## config.mk

```make
export PLATFORM = sky130hd
export DESIGN_NAME = bnn_layer2_seq
export DESIGN_NICKNAME = d
export VERILOG_FILES = /design/src/rtl/bnn_layer2_seq.sv
export SDC_FILE = /design/constraint.sdc
export NUM_CORES = 1
export LEC_CHECK = 0
export BUFFER_PORTS_ARGS = -buffer_cell sky130_fd_sc_hd__buf_2
export CORE_ASPECT_RATIO = 1.25
export CORE_MARGIN = 4
export CORE_UTILIZATION = 40
export DETAILED_ROUTE_END_ITERATION = 10
export MAX_ROUTING_LAYER = met4
export PLACE_DENSITY = 0.62
export REMOVE_ABC_BUFFERS = 1
export SYNTH_ARGS = -nofsm -noshare
export SYNTH_HDL_FRONTEND = slang
export SYNTH_SLANG_ARGS = --single-unit
export TNS_END_PERCENT = 10
```

## constraint.sdc

```tcl
create_clock -name clk_i -period 4.9 [get_ports clk_i]
set_input_delay 1.225 -clock clk_i [delete_from_list [all_inputs] [get_ports clk_i]]
set_output_delay 1.225 -clock clk_i [all_outputs]
set_load 0.01 [all_outputs]
```

## src/rtl/bnn_layer2_seq.sv

```systemverilog
// Second BNN layer (8 inputs, 4 neurons): one neuron evaluated per cycle by XNOR-popcount and threshold.
// Latency is N_OUT edges from input acceptance; the result is held until out_ready_i, and in_ready_o stays low meanwhile.
module bnn_layer2_seq #(
  parameter int N_IN      = 8,
  parameter int N_OUT     = 4,
  parameter int THRESHOLD = 6,
  parameter int CNT_W     = 4
) (
  input  logic                     clk_i,
  input  logic                     reset_i,
  input  logic                     in_valid_i,
  output logic                     in_ready_o,
  input  logic [N_IN-1:0]          in_act_i,
  input  logic                     wload_en_i,
  input  logic [3:0]               wload_nibble_i,
  output logic                     out_valid_o,
  input  logic                     out_ready_i,
  output logic [N_OUT-1:0]         out_act_o,
  output logic [$clog2(N_OUT)-1:0] out_class_o,
  output logic                     busy_o
);

  localparam int IDX_W = $clog2(N_OUT);
  localparam logic [N_OUT*N_IN-1:0] W_RST = 32'h0FF7_62F9;

  typedef enum logic [1:0] {S_IDLE, S_COMPUTE, S_HOLD} state_t;

  state_t            state_q, state_d;
  logic [N_IN-1:0]   act_q;
  logic [N_IN-1:0]   w_q [N_OUT];
  logic [IDX_W-1:0]  cnt_q;
  logic [IDX_W-1:0]  ptr_q;
  logic              half_q;
  logic [3:0]        buf_q;
  logic [CNT_W-1:0]  max_q;
  logic [N_OUT-1:0]  out_act_q;
  logic [IDX_W-1:0]  out_class_q;

  logic              accept;
  logic              load;
  logic              last;
  logic [N_IN-1:0]   match_v;
  logic [CNT_W-1:0]  pc;

  // A weight nibble in IDLE takes priority over an incoming vector.
  assign accept  = (state_q == S_IDLE) && in_valid_i && !wload_en_i;
  assign load    = (state_q == S_IDLE) && wload_en_i;
  assign last    = (cnt_q == IDX_W'(N_OUT-1));
  assign match_v = ~(act_q ^ w_q[cnt_q]);

  always_comb begin
    pc = '0;
    for (int i = 0; i < N_IN; i++) pc = pc + CNT_W'(match_v[i]);
  end

  always_ff @(posedge clk_i or posedge reset_i) begin
    if (reset_i) state_q <= S_IDLE;
    else         state_q <= state_d;
  end

  always_comb begin
    state_d = state_q;
    case (state_q)
      S_IDLE:    if (accept) state_d = S_COMPUTE;
      S_COMPUTE: if (last) state_d = S_HOLD;
      S_HOLD:    if (out_ready_i) state_d = S_IDLE;
      default:   state_d = S_IDLE;
    endcase
  end

  always_comb begin
    in_ready_o  = (state_q == S_IDLE) && !wload_en_i;
    out_valid_o = (state_q == S_HOLD);
    busy_o      = (state_q != S_IDLE);
  end

  always_ff @(posedge clk_i or posedge reset_i) begin
    if (reset_i) begin
      act_q       <= '0;
      cnt_q       <= '0;
      max_q       <= '0;
      out_act_q   <= '0;
      out_class_q <= '0;
    end else if (accept) begin
      act_q       <= in_act_i;
      cnt_q       <= '0;
      max_q       <= '0;
      out_act_q   <= '0;
      out_class_q <= '0;
    end else if (state_q == S_COMPUTE) begin
      out_act_q[cnt_q] <= (pc >= CNT_W'(THRESHOLD));
      // Strict compare: ties keep the lowest neuron index.
      if (cnt_q == '0 || pc > max_q) begin
        max_q       <= pc;
        out_class_q <= cnt_q;
      end
      cnt_q <= cnt_q + 1'b1;
    end
  end

  // The half flag and buffer persist across COMPUTE/HOLD so a split pair completes later.
  always_ff @(posedge clk_i or posedge reset_i) begin
    if (reset_i) begin
      ptr_q  <= '0;
      half_q <= 1'b0;
      buf_q  <= '0;
      for (int k = 0; k < N_OUT; k++) w_q[k] <= W_RST[k*N_IN +: N_IN];
    end else if (load) begin
      if (!half_q) begin
        buf_q  <= wload_nibble_i;
        half_q <= 1'b1;
      end else begin
        w_q[ptr_q] <= {wload_nibble_i, buf_q};
        half_q     <= 1'b0;
        ptr_q      <= (ptr_q == IDX_W'(N_OUT-1)) ? '0 : ptr_q + 1'b1;
      end
    end
  end

  assign out_act_o   = out_act_q;
  assign out_class_o = out_class_q;

endmodule

```

==> impl_metrics.prom, run 1 <==
# TYPE chip_impl_metric gauge
chip_impl_metric{name="largest_net_degree_at_the_start_of_global_routing",unit=""} 34
chip_impl_metric{name="max_slew_margin",unit="%"} 54.1
chip_impl_metric{name="fin_ws",unit="ps"} 186
chip_impl_metric{name="initial_antenna_violation_count",unit=""} 0
chip_impl_info{name="ctsRootBufferMaster",value="clkbuf_8"} 1
chip_impl_metric{name="synth_area_per_cell",unit="µm²"} 13.7
chip_impl_info{name="worst-setup-path-type",value="reg2reg"} 1
chip_impl_metric{name="floorplan.die_area",unit="µm²"} 9480
chip_impl_metric{name="worst_pin_slew",unit="ps"} 687
chip_impl_metric{name="fin_cells",unit=""} 370
chip_impl_metric{name="finalHoldViolCount",unit=""} 0
chip_impl_info{name="dominant_combinational_cell_family_by_area_after_synthesis",value="multiplexers"} 1
chip_impl_metric{name="gp_congestion",unit=""} 0.820
chip_impl_metric{name="critPathMaxStageDelay",unit="ps"} 550
chip_impl_metric{name="fin_skew",unit="ps"} 13.0
chip_impl_metric{name="cp_num_buf_inv",unit=""} 2
chip_impl_info{name="worst_path_cell_chain",value="mux4_2 -> xor2_1 -> fa_1 -> fa_1 -> inv_1 -> fa_1 -> ha_2 -> fa_2 -> ha_1 -> nand3_1 -> o21ai_0 -> o221ai_2 -> nand2_2 -> buf_4 -> mux2i_1"} 1
chip_impl_metric{name="drc_violation_count_after_routing",unit=""} 0
chip_impl_metric{name="clock_tree.buffer_depth",unit=""} 2
chip_impl_metric{name="critical_path.max_fanout",unit=""} 5
chip_impl_metric{name="final_net_count",unit=""} 305
chip_impl_metric{name="layout-drive-gt1-share",unit="%"} 46.5
chip_impl_info{name="worst_path_max_delay_cell",value="fa_1"} 1
chip_impl_metric{name="path_depth",unit=""} 15
chip_impl_metric{name="die_w",unit="µm"} 87.9
chip_impl_metric{name="crit_required",unit="ps"} 5120
chip_impl_info{name="critical_path.reg2reg.startpoint",value="cnt_q[0]"} 1
chip_impl_info{name="regToRegEndpoint",value="out_class_o[0]"} 1
chip_impl_metric{name="hold-worst-slack",unit="ps"} 505
chip_impl_info{name="ys_top_cells_by_area",value="dfrtp_1, dfstp_2, mux2_4"} 1
chip_impl_metric{name="clk_pin_slew",unit="ps"} 70
chip_impl_metric{name="post-place-cells",unit=""} 352
chip_impl_info{name="main_synth_ff_type",value="dfrtp_1"} 1
chip_impl_metric{name="syn-cell-area",unit="µm²"} 3190
chip_impl_metric{name="detailed_place.area",unit="µm²"} 3430
chip_impl_metric{name="synth_top_area_share",unit="%"} 32.2
chip_impl_metric{name="detail_route.vias_per_cell",unit=""} 5.00
chip_impl_metric{name="syn-instance-count",unit=""} 233
chip_impl_metric{name="yosys.cell_types.count",unit=""} 38
chip_impl_metric{name="final_instance_area",unit="µm²"} 3730
chip_impl_info{name="hp-start",value="half_q"} 1
chip_impl_metric{name="synth-edff-count",unit=""} 0
chip_impl_metric{name="maxCapViolCount",unit=""} 0
chip_impl_metric{name="post_synthesis_xor_xnor_area_fraction",unit="%"} 3.02
chip_impl_metric{name="drt_iter0_drc",unit=""} 87
chip_impl_metric{name="maxClockFrequency",unit="MHz"} 212
chip_impl_info{name="rsz0062_at_grt",value="false"} 1
chip_impl_metric{name="synth-async-reset-ratio",unit="%"} 100
chip_impl_metric{name="placement.io_buffers",unit=""} 25
chip_impl_metric{name="global_route.usage.total",unit="%"} 14.2
chip_impl_metric{name="dr_total_vias",unit=""} 1849
chip_impl_info{name="top_library_cells_by_usage_in_the_layout_fill_and_taps_aside",value="dfrtp_1, nand2_1, mux2_4"} 1
chip_impl_metric{name="number_of_routed_nets_with_antenna_violations",unit=""} 0
chip_impl_info{name="cts_tree",value="built"} 1
chip_impl_metric{name="worst_r2r_path_depth",unit=""} 15
chip_impl_metric{name="hpwl",unit="µm"} 4210
chip_impl_metric{name="postRouteWirelength",unit="µm"} 5900
chip_impl_metric{name="grt-ovfl-total",unit=""} 0
chip_impl_metric{name="finalCriticalPeriod",unit="ps"} 4710
chip_impl_metric{name="ioPinCount",unit=""} 26
chip_impl_metric{name="synth_adder_area_share",unit="%"} 8.00
chip_impl_metric{name="report.final.slew_viol_count",unit=""} 0
chip_impl_metric{name="yosys.area_share.simple",unit="%"} 9.25
chip_impl_metric{name="hold-path-cell-count",unit=""} 1
chip_impl_metric{name="yosys_register_bits",unit=""} 61
chip_impl_metric{name="grt_pass1_wl",unit="µm"} 9980
chip_impl_metric{name="cts-buffers-inserted",unit=""} 9
chip_impl_metric{name="drt_pass1_iterations",unit=""} 4
chip_impl_metric{name="yosys_warnings",unit=""} 0
chip_impl_metric{name="final_cycle_share",unit="%"} 96.2
chip_impl_info{name="cpLargestDelayFamily",value="adder cells"} 1
chip_impl_metric{name="cts_num_sinks",unit=""} 61
chip_impl_metric{name="grt_pass1_vias",unit=""} 2005
chip_impl_metric{name="synth_sequential_area_ratio",unit="%"} 48.6
chip_impl_metric{name="setup_viol_count_final",unit=""} 0
chip_impl_info{name="hold_path_end",value="half_q"} 1
chip_impl_metric{name="initial_core_util",unit="%"} 40.9
chip_impl_metric{name="synth_compound_area_share",unit="%"} 4.51
chip_impl_metric{name="n_antenna_cell",unit=""} 0
chip_impl_metric{name="wl_per_cell",unit="µm"} 15.9
chip_impl_metric{name="placement_rows",unit=""} 36
chip_impl_info{name="class_of_the_tightest_hold_or_removal_check",value="reg2reg"} 1
chip_impl_info{name="cp_common_cell",value="fa_1"} 1
chip_impl_metric{name="pre_cts_worst_setup_slack",unit="ps"} -8.79
chip_impl_metric{name="core_area",unit="µm²"} 7790
chip_impl_info{name="most_common_library_cell_in_the_layout_ignoring_fill_and_taps",value="dfrtp_1"} 1
chip_impl_info{name="critPathCaptureType",value="flip-flop"} 1
chip_impl_metric{name="clk_latency",unit="ps"} 340
chip_impl_info{name="synth_top_area_cell",value="dfrtp_1"} 1
chip_impl_metric{name="htree_levels",unit=""} 3
chip_impl_info{name="run_status",value="complete, no violations"} 1
chip_impl_metric{name="area_growth_from_synthesis_to_layout",unit="%"} 17.0
chip_impl_metric{name="reg2reg_setup_slack",unit="ps"} 190
chip_impl_metric{name="die_height",unit="µm"} 108
chip_impl_metric{name="synth.area.mux_share",unit="%"} 23.4
chip_impl_info{name="worst_setup_path_start_kind",value="flip-flop"} 1
chip_impl_metric{name="crit_arrival",unit="ps"} 4930
[metal layers]
layer / vias up / wire length [µm] / track usage (%)
met5: - / 0 / -
met4: 0 / 88 / 5.70
met3: 8 / 187 / 3.22
met2: 30 / 3080 / 22.8
met1: 937 / 2540 / 17.3
li1: 874 / - / -
[flip-flops by register name, summed over array words and instances (netlist names), 4 cells and up]
signal / flops
act_q: 8
buf_q: 4
max_q: 4
out_act_o: 4
w_q: 32
[cell usage after synthesis, types with 2 or more instances]
library cell,number
buf_2,3
a21oi_1,5
mux2i_1,4
mux2_4,32
xor2_1,6
nor2_1,3
dfstp_2,20
a31o_2,2
inv_1,15
and3_1,2
nand2_8,4
nand2_1,35
o21ai_0,4
mux2_2,4
fa_1,4
mux4_2,8
a311oi_1,4
xnor2_1,5
ha_1,14
dfrtp_1,41
[stage by stage]
step / TNS, ps / util [%]
after floorplan: -35.8 / -
after global placement: 0 / 44.0
after detailed placement: -14.4 / 44.0
after CTS: 0 / 47.3
after global routing: 0 / 47.9
final: 0 / 47.9
[cell type report]
type,count,area [µm²]
clock inverter,3,90.1
tap,95,119
sequential,61,1550
fill,706,4060
clock buffer,13,169
timing repair buffer,32,178
multi-input combinational,151,1570
inverter,15,56.3
[logic make-up (layout without fill, tap and decap cells)]
| kind of cell | Yosys count | count (layout) |
|---|---|---|
| flops | 61 | 61 |
| simple gates | 53 | 53 |
| mux | 48 | 48 |
| compound gates | 21 | 21 |
| buf+inv | 21 | 63 |
| fa+ha+maj | 18 | 18 |
| xor+xnor | 11 | 11 |
[worst max path at each step]
| stage | startpoint | endpoint |
|---|---|---|
| floorplan | cnt_q[0] | max_q[2] |
| global placement | cnt_q[0] | max_q[0] |
| detailed placement | cnt_q[0] | out_class_o[1] |
| CTS | cnt_q[0] | out_class_o[0] |
| global route | cnt_q[0] | out_class_o[1] |
| finish | cnt_q[0] | out_class_o[0] |
[worst register-to-register path: cells and delay by family (launching register included)]
| kind | cells | cell delay, ps |
|---|---|---|
| adders and majority gates | 6 | 2590 |
| AOI/OAI and AO/OA | 2 | 370 |
| DFF | 1 | 420 |
| and+or+nand+nor | 2 | 200 |
| muxes | 2 | 630 |
| buffers and inverters | 2 | 220 |
| xor gates and xnor gates | 1 | 170 |
[timing repair]
action                                  4_1_cts  5_1_grt
setup buffers                                 0        2
resized for setup                             1        6
hold buffers                                  0        0
endpoints found under the setup margin        3        6
pin swaps                                     0        3
Power of run 1 is left out: the tool's default activity adds up to more than one toggle a clock period on the data nets, which glitch-free logic cannot reach.
==> run 2, diff against run 1 <==
Clock period 4.9 ns to 4.2 ns, I/O delays scaled along.
==> impl_metrics.prom, run 2 (synthesis gave the netlist of run 1 again) <==
# TYPE chip_impl_metric gauge
chip_impl_metric{name="drt_pass1_iterations",unit=""} 4
chip_impl_metric{name="maxCapViolCount",unit=""} 0
chip_impl_metric{name="drt_iter0_drc",unit=""} 83
chip_impl_metric{name="fin_skew",unit="ps"} 6.83
chip_impl_metric{name="num-fill-cells",unit=""} 688
chip_impl_metric{name="ioPinCount",unit=""} 26
chip_impl_metric{name="flip_flop_count_of_the_largest_register_after_layout",unit=""} 32
chip_impl_metric{name="initial_core_util",unit="%"} 40.9
chip_impl_metric{name="clk_latency",unit="ps"} 340
chip_impl_metric{name="hpwl",unit="µm"} 4350
chip_impl_info{name="critPathCaptureType",value="flip-flop"} 1
chip_impl_metric{name="grt_pass1_vias",unit=""} 2048
chip_impl_info{name="worst_setup_path_start_kind",value="flip-flop"} 1
chip_impl_info{name="biggestRegsByFlops",value="w_q x32, act_q x8"} 1
chip_impl_metric{name="hold-worst-slack",unit="ps"} 496
chip_impl_metric{name="postRouteWirelength",unit="µm"} 6050
chip_impl_metric{name="area_growth_from_synthesis_to_layout",unit="%"} 19.9
chip_impl_metric{name="worst_pin_slew",unit="ps"} 548
chip_impl_metric{name="die_w",unit="µm"} 87.9
chip_impl_info{name="cts_tree",value="built"} 1
chip_impl_info{name="largest_register",value="w_q"} 1
chip_impl_metric{name="die_height",unit="µm"} 108
chip_impl_metric{name="finalHoldViolCount",unit=""} 0
chip_impl_metric{name="final_cycle_share",unit="%"} 107
chip_impl_metric{name="crit_required",unit="ps"} 4430
chip_impl_metric{name="total_neg_setup_slack",unit="ps"} -1760
chip_impl_metric{name="core_area",unit="µm²"} 7790
chip_impl_info{name="run_status",value="finished, violations left"} 1
chip_impl_info{name="most_common_library_cell_in_the_layout_ignoring_fill_and_taps",value="dfrtp_1"} 1
chip_impl_info{name="top_library_cells_by_usage_in_the_layout_fill_and_taps_aside",value="dfrtp_1, nand2_1, mux2_4"} 1
chip_impl_metric{name="clock_tree.buffer_depth",unit=""} 2
chip_impl_metric{name="drc_violation_count_after_routing",unit=""} 0
chip_impl_metric{name="cts-buffers-inserted",unit=""} 9
chip_impl_metric{name="setup_viol_count_final",unit=""} 6
chip_impl_metric{name="n_antenna_cell",unit=""} 0
chip_impl_metric{name="floorplan.die_area",unit="µm²"} 9480
chip_impl_info{name="violations",value="setup timing"} 1
chip_impl_metric{name="grt_pass1_wl",unit="µm"} 10400
chip_impl_metric{name="clk_pin_slew",unit="ps"} 70
chip_impl_metric{name="report.final.slew_viol_count",unit=""} 0
chip_impl_metric{name="number_of_routed_nets_with_antenna_violations",unit=""} 0
chip_impl_metric{name="final_net_count",unit=""} 316
chip_impl_metric{name="fin_ws",unit="ps"} -304
chip_impl_metric{name="finalCriticalPeriod",unit="ps"} 4500
chip_impl_metric{name="initial_antenna_violation_count",unit=""} 0
chip_impl_metric{name="global_route.usage.total",unit="%"} 14.9
chip_impl_metric{name="cts_num_sinks",unit=""} 61
chip_impl_metric{name="largest_net_degree_at_the_start_of_global_routing",unit=""} 27
chip_impl_metric{name="detail_route.vias_per_cell",unit=""} 4.98
chip_impl_metric{name="layout-drive-gt1-share",unit="%"} 49.0
chip_impl_metric{name="dr_total_vias",unit=""} 1897
chip_impl_metric{name="placement_rows",unit=""} 36
chip_impl_metric{name="max_slew_margin",unit="%"} 63.5
chip_impl_metric{name="gp_congestion",unit=""} 0.835
chip_impl_info{name="rsz0062_at_grt",value="true"} 1
chip_impl_metric{name="wl_per_cell",unit="µm"} 15.9
chip_impl_metric{name="grt-ovfl-total",unit=""} 0
chip_impl_info{name="class_of_the_tightest_hold_or_removal_check",value="reg2reg"} 1
chip_impl_info{name="worst-setup-path-type",value="reg2reg"} 1
chip_impl_metric{name="htree_levels",unit=""} 3
chip_impl_metric{name="critical_path.max_fanout",unit=""} 5
chip_impl_metric{name="placement.io_buffers",unit=""} 25
chip_impl_metric{name="crit_arrival",unit="ps"} 4730
chip_impl_metric{name="seq_area",unit="µm²"} 1550
chip_impl_metric{name="maxClockFrequency",unit="MHz"} 222
chip_impl_metric{name="multi_input_comb_area",unit="µm²"} 1580
chip_impl_info{name="ctsRootBufferMaster",value="clkbuf_8"} 1
==> run 2: what timing repair did <==
action,in CTS,in global routing
buffers inserted,1,1
endpoints found under the setup margin,10,10
hold buffers,0,0
pin swaps,9,3
gates resized for setup,9,1
==> run 2: area by class of cell <==
class | count | area share [%]
repair buffers | 43 | 6.90
multi-input cells | 151 | 41.2
clock buffers | 13 | 4.41
inverters | 15 | 1.47
well taps | 95 | 3.11
clock inverters | 3 | 2.35
flip-flops and latches | 61 | 40.6
==> run 2: routing by layer <==
metal	GRT usage [%]	vias to the layer above	routed length [µm]	part of all wire (%)
met1	18.0	951	2610	43
met3	2.76	16	131	2.2
met5	-	-	0	0
met4	7.02	0	188	3.1
met2	24.0	29	3120	52
li1	-	901	-	-
==> run 2: per-stage QoR <==
stage          instance area, µm²  worst slack [ps]  util (%)  instances
2_1_floorplan                3140              -718         -        227
6_report                     3830              -304      49.1        381
3_5_place_dp                 3510              -684      45.0        363
5_1_grt                      3830              -565      49.1        381
4_1_cts                      3810              -374      48.9        380
3_3_place_gp                 3510              -570      45.0        363
==> run 2: worst max-delay path: stages (launching register included) <==
cell	delay [ps]
dfrtp_2	430
mux4_2	550
xor2_2	190
fa_1	450
fa_1	490
inv_1	50
fa_1	440
ha_2	220
fa_2	370
xor2_2	160
ha_1	310
nand3_1	70
o21ai_1	80
o221ai_2	220
nand2_2	110
a31o_2	260
==> run 2: final timing paths <==
kind / from / to / slack, ps / cells past startpoint
min in group asynchronous: reset_i / state_q[1] / 750 / 2
setup reg to reg: cnt_q[0] / max_q[1] / -300 / 15
hold / removal: half_q / half_q / 500 / 1
setup / recovery: cnt_q[0] / max_q[1] / -300 / 15
hold reg to reg: half_q / half_q / 500 / 1
max in group asynchronous: reset_i / w_q[10] / 2690 / 3
Power of run 2 is left out for the same reason.
==> run 3, diff against run 2 <==
Settings changed: TNS_END_PERCENT 10 to unset.
==> impl_metrics.prom, run 3 (synthesis gave the netlist of run 1 again) <==
# TYPE chip_impl_metric gauge
chip_impl_info{name="critPathCaptureType",value="flip-flop"} 1
chip_impl_metric{name="clk_latency",unit="ps"} 340
chip_impl_metric{name="final_instance_area",unit="µm²"} 3870
chip_impl_info{name="ctsRootBufferMaster",value="clkbuf_8"} 1
chip_impl_info{name="most_common_library_cell_in_the_layout_ignoring_fill_and_taps",value="dfrtp_1"} 1
chip_impl_metric{name="initial_core_util",unit="%"} 40.9
chip_impl_metric{name="report.final.slew_viol_count",unit=""} 0
chip_impl_metric{name="hpwl",unit="µm"} 4350
chip_impl_info{name="cts_tree",value="built"} 1
chip_impl_metric{name="fin_ws",unit="ps"} -318
chip_impl_metric{name="ioPinCount",unit=""} 26
chip_impl_metric{name="wl_per_cell",unit="µm"} 16.1
chip_impl_metric{name="drt_iter0_drc",unit=""} 86
chip_impl_metric{name="clock_tree.buffer_depth",unit=""} 2
chip_impl_info{name="largest_register",value="w_q"} 1
chip_impl_metric{name="initial_antenna_violation_count",unit=""} 0
chip_impl_metric{name="cts-buffers-inserted",unit=""} 9
chip_impl_metric{name="drc_violation_count_after_routing",unit=""} 0
chip_impl_info{name="run_status",value="finished, violations left"} 1
chip_impl_metric{name="floorplan.die_area",unit="µm²"} 9480
chip_impl_metric{name="flip_flop_count_of_the_largest_register_after_layout",unit=""} 32
chip_impl_metric{name="maxCapViolCount",unit=""} 0
chip_impl_metric{name="finalCriticalPeriod",unit="ps"} 4520
chip_impl_metric{name="die_w",unit="µm"} 87.9
chip_impl_metric{name="core_area",unit="µm²"} 7790
chip_impl_metric{name="layout-drive-gt1-share",unit="%"} 50.5
chip_impl_metric{name="detail_route.vias_per_cell",unit=""} 5.02
chip_impl_metric{name="crit_required",unit="ps"} 4420
chip_impl_metric{name="htree_levels",unit=""} 3
chip_impl_metric{name="maxClockFrequency",unit="MHz"} 221
chip_impl_metric{name="finalHoldViolCount",unit=""} 0
chip_impl_metric{name="grt_pass1_wl",unit="µm"} 10400
chip_impl_metric{name="n_antenna_cell",unit=""} 0
chip_impl_metric{name="final_cycle_share",unit="%"} 108
chip_impl_info{name="class_of_the_tightest_hold_or_removal_check",value="reg2reg"} 1
chip_impl_metric{name="worst_pin_slew",unit="ps"} 590
chip_impl_metric{name="total_neg_setup_slack",unit="ps"} -1830
chip_impl_metric{name="critical_path.max_fanout",unit=""} 5
chip_impl_metric{name="grt_pass1_vias",unit=""} 2047
chip_impl_metric{name="max_slew_margin",unit="%"} 60.7
chip_impl_metric{name="die_height",unit="µm"} 108
chip_impl_metric{name="placement.io_buffers",unit=""} 25
chip_impl_metric{name="cts_hold_buf",unit=""} 0
chip_impl_metric{name="finish.utilization",unit="%"} 49.6
chip_impl_metric{name="postRouteWirelength",unit="µm"} 6160
chip_impl_info{name="worst_setup_path_start_kind",value="flip-flop"} 1
chip_impl_metric{name="setup_viol_count_final",unit=""} 6
chip_impl_metric{name="grt-ovfl-total",unit=""} 0
chip_impl_metric{name="cts_num_sinks",unit=""} 61
chip_impl_metric{name="dr_total_vias",unit=""} 1916
chip_impl_metric{name="placement_rows",unit=""} 36
chip_impl_info{name="worst-setup-path-type",value="reg2reg"} 1
chip_impl_metric{name="seq_area",unit="µm²"} 1550
chip_impl_metric{name="fin_skew",unit="ps"} 7.87
chip_impl_metric{name="crit_arrival",unit="ps"} 4740
chip_impl_metric{name="drt_pass1_iterations",unit=""} 4
chip_impl_info{name="biggestRegsByFlops",value="w_q x32, act_q x8"} 1
chip_impl_info{name="violations",value="setup timing"} 1
chip_impl_metric{name="largest_net_degree_at_the_start_of_global_routing",unit=""} 27
chip_impl_metric{name="detailed_place.area",unit="µm²"} 3510
chip_impl_metric{name="final_net_count",unit=""} 317
chip_impl_info{name="top_library_cells_by_usage_in_the_layout_fill_and_taps_aside",value="dfrtp_1, nand2_1, mux2_4"} 1
chip_impl_metric{name="num-fill-cells",unit=""} 687
chip_impl_metric{name="area_growth_from_synthesis_to_layout",unit="%"} 21.2
chip_impl_info{name="rsz0062_at_grt",value="true"} 1
chip_impl_metric{name="global_route.usage.total",unit="%"} 15.0
chip_impl_metric{name="multi_input_comb_area",unit="µm²"} 1610
chip_impl_metric{name="number_of_routed_nets_with_antenna_violations",unit=""} 0
chip_impl_metric{name="hold-worst-slack",unit="ps"} 495
chip_impl_metric{name="clk_pin_slew",unit="ps"} 70
chip_impl_metric{name="gp_congestion",unit=""} 0.835
run 3: cell count changes in the layout (fill, tap and decap cells not counted):
cell,change
a311oi_2,+2
buf_4,+1
xor2_2,+1
xor2_1,-1
a311oi_1,-2
ha_4,+1
ha_1,-1
run 3: routing by layer:
metal / track usage [%] / share of wire (%)
met5: - / 0
met4: 5.92 / 1.6
met3: 2.76 / 2.1
met2: 24.6 / 53
met1: 18.0 / 43
run 3: repair_timing:
item / in CTS / in global routing
gates resized for setup: 10 / 4
endpoints found under the setup margin: 10 / 10
endpoints found under the hold margin: 0 / 0
setup buffers: 1 / 2
gates cloned: 0 / 0
pin swaps: 9 / 3
run 3: per-stage QoR:
| stage | instances | worst slack, ps |
|---|---|---|
| 6_report | 382 | -318 |
| 5_1_grt | 382 | -571 |
| 4_1_cts | 380 | -374 |
| 3_5_place_dp | 363 | -684 |
| 3_3_place_gp | 363 | -570 |
| 2_1_floorplan | 227 | -718 |
run 3: critical path, stage by stage (launching register included):
cell and delay [ps]:
dfrtp_2 430, mux4_2 540, xor2_2 170, fa_1 500, fa_1 490, inv_1 50, fa_1 440, ha_2 220
fa_2 370, xor2_2 160, ha_1 310, nand3_1 70, o21ai_1 70, o221ai_2 210, nand2_2 120, buf_6 150
mux2i_1 110
run 3: final timing paths:
kind,startpoint,to,slack [ps],depth (start not counted)
max,cnt_q[0],out_class_o[1],-320,16
min,half_q,half_q,500,1
max reg2reg,cnt_q[0],out_class_o[1],-320,16
min reg2reg,half_q,half_q,500,1
max in group asynchronous,reset_i,w_q[2],2680,3
min in group asynchronous,reset_i,out_act_o[3],750,2
run 3: area by class of cell:
class / count / area share, %
flip-flops and latches: 61 / 40.2
clock buffers: 13 / 4.37
well taps: 95 / 3.07
repair buffers: 44 / 7.02
inverters: 15 / 1.46
clock inverters: 3 / 2.33
multi-input cells: 151 / 41.6
Power of run 3 is left out for the same reason.
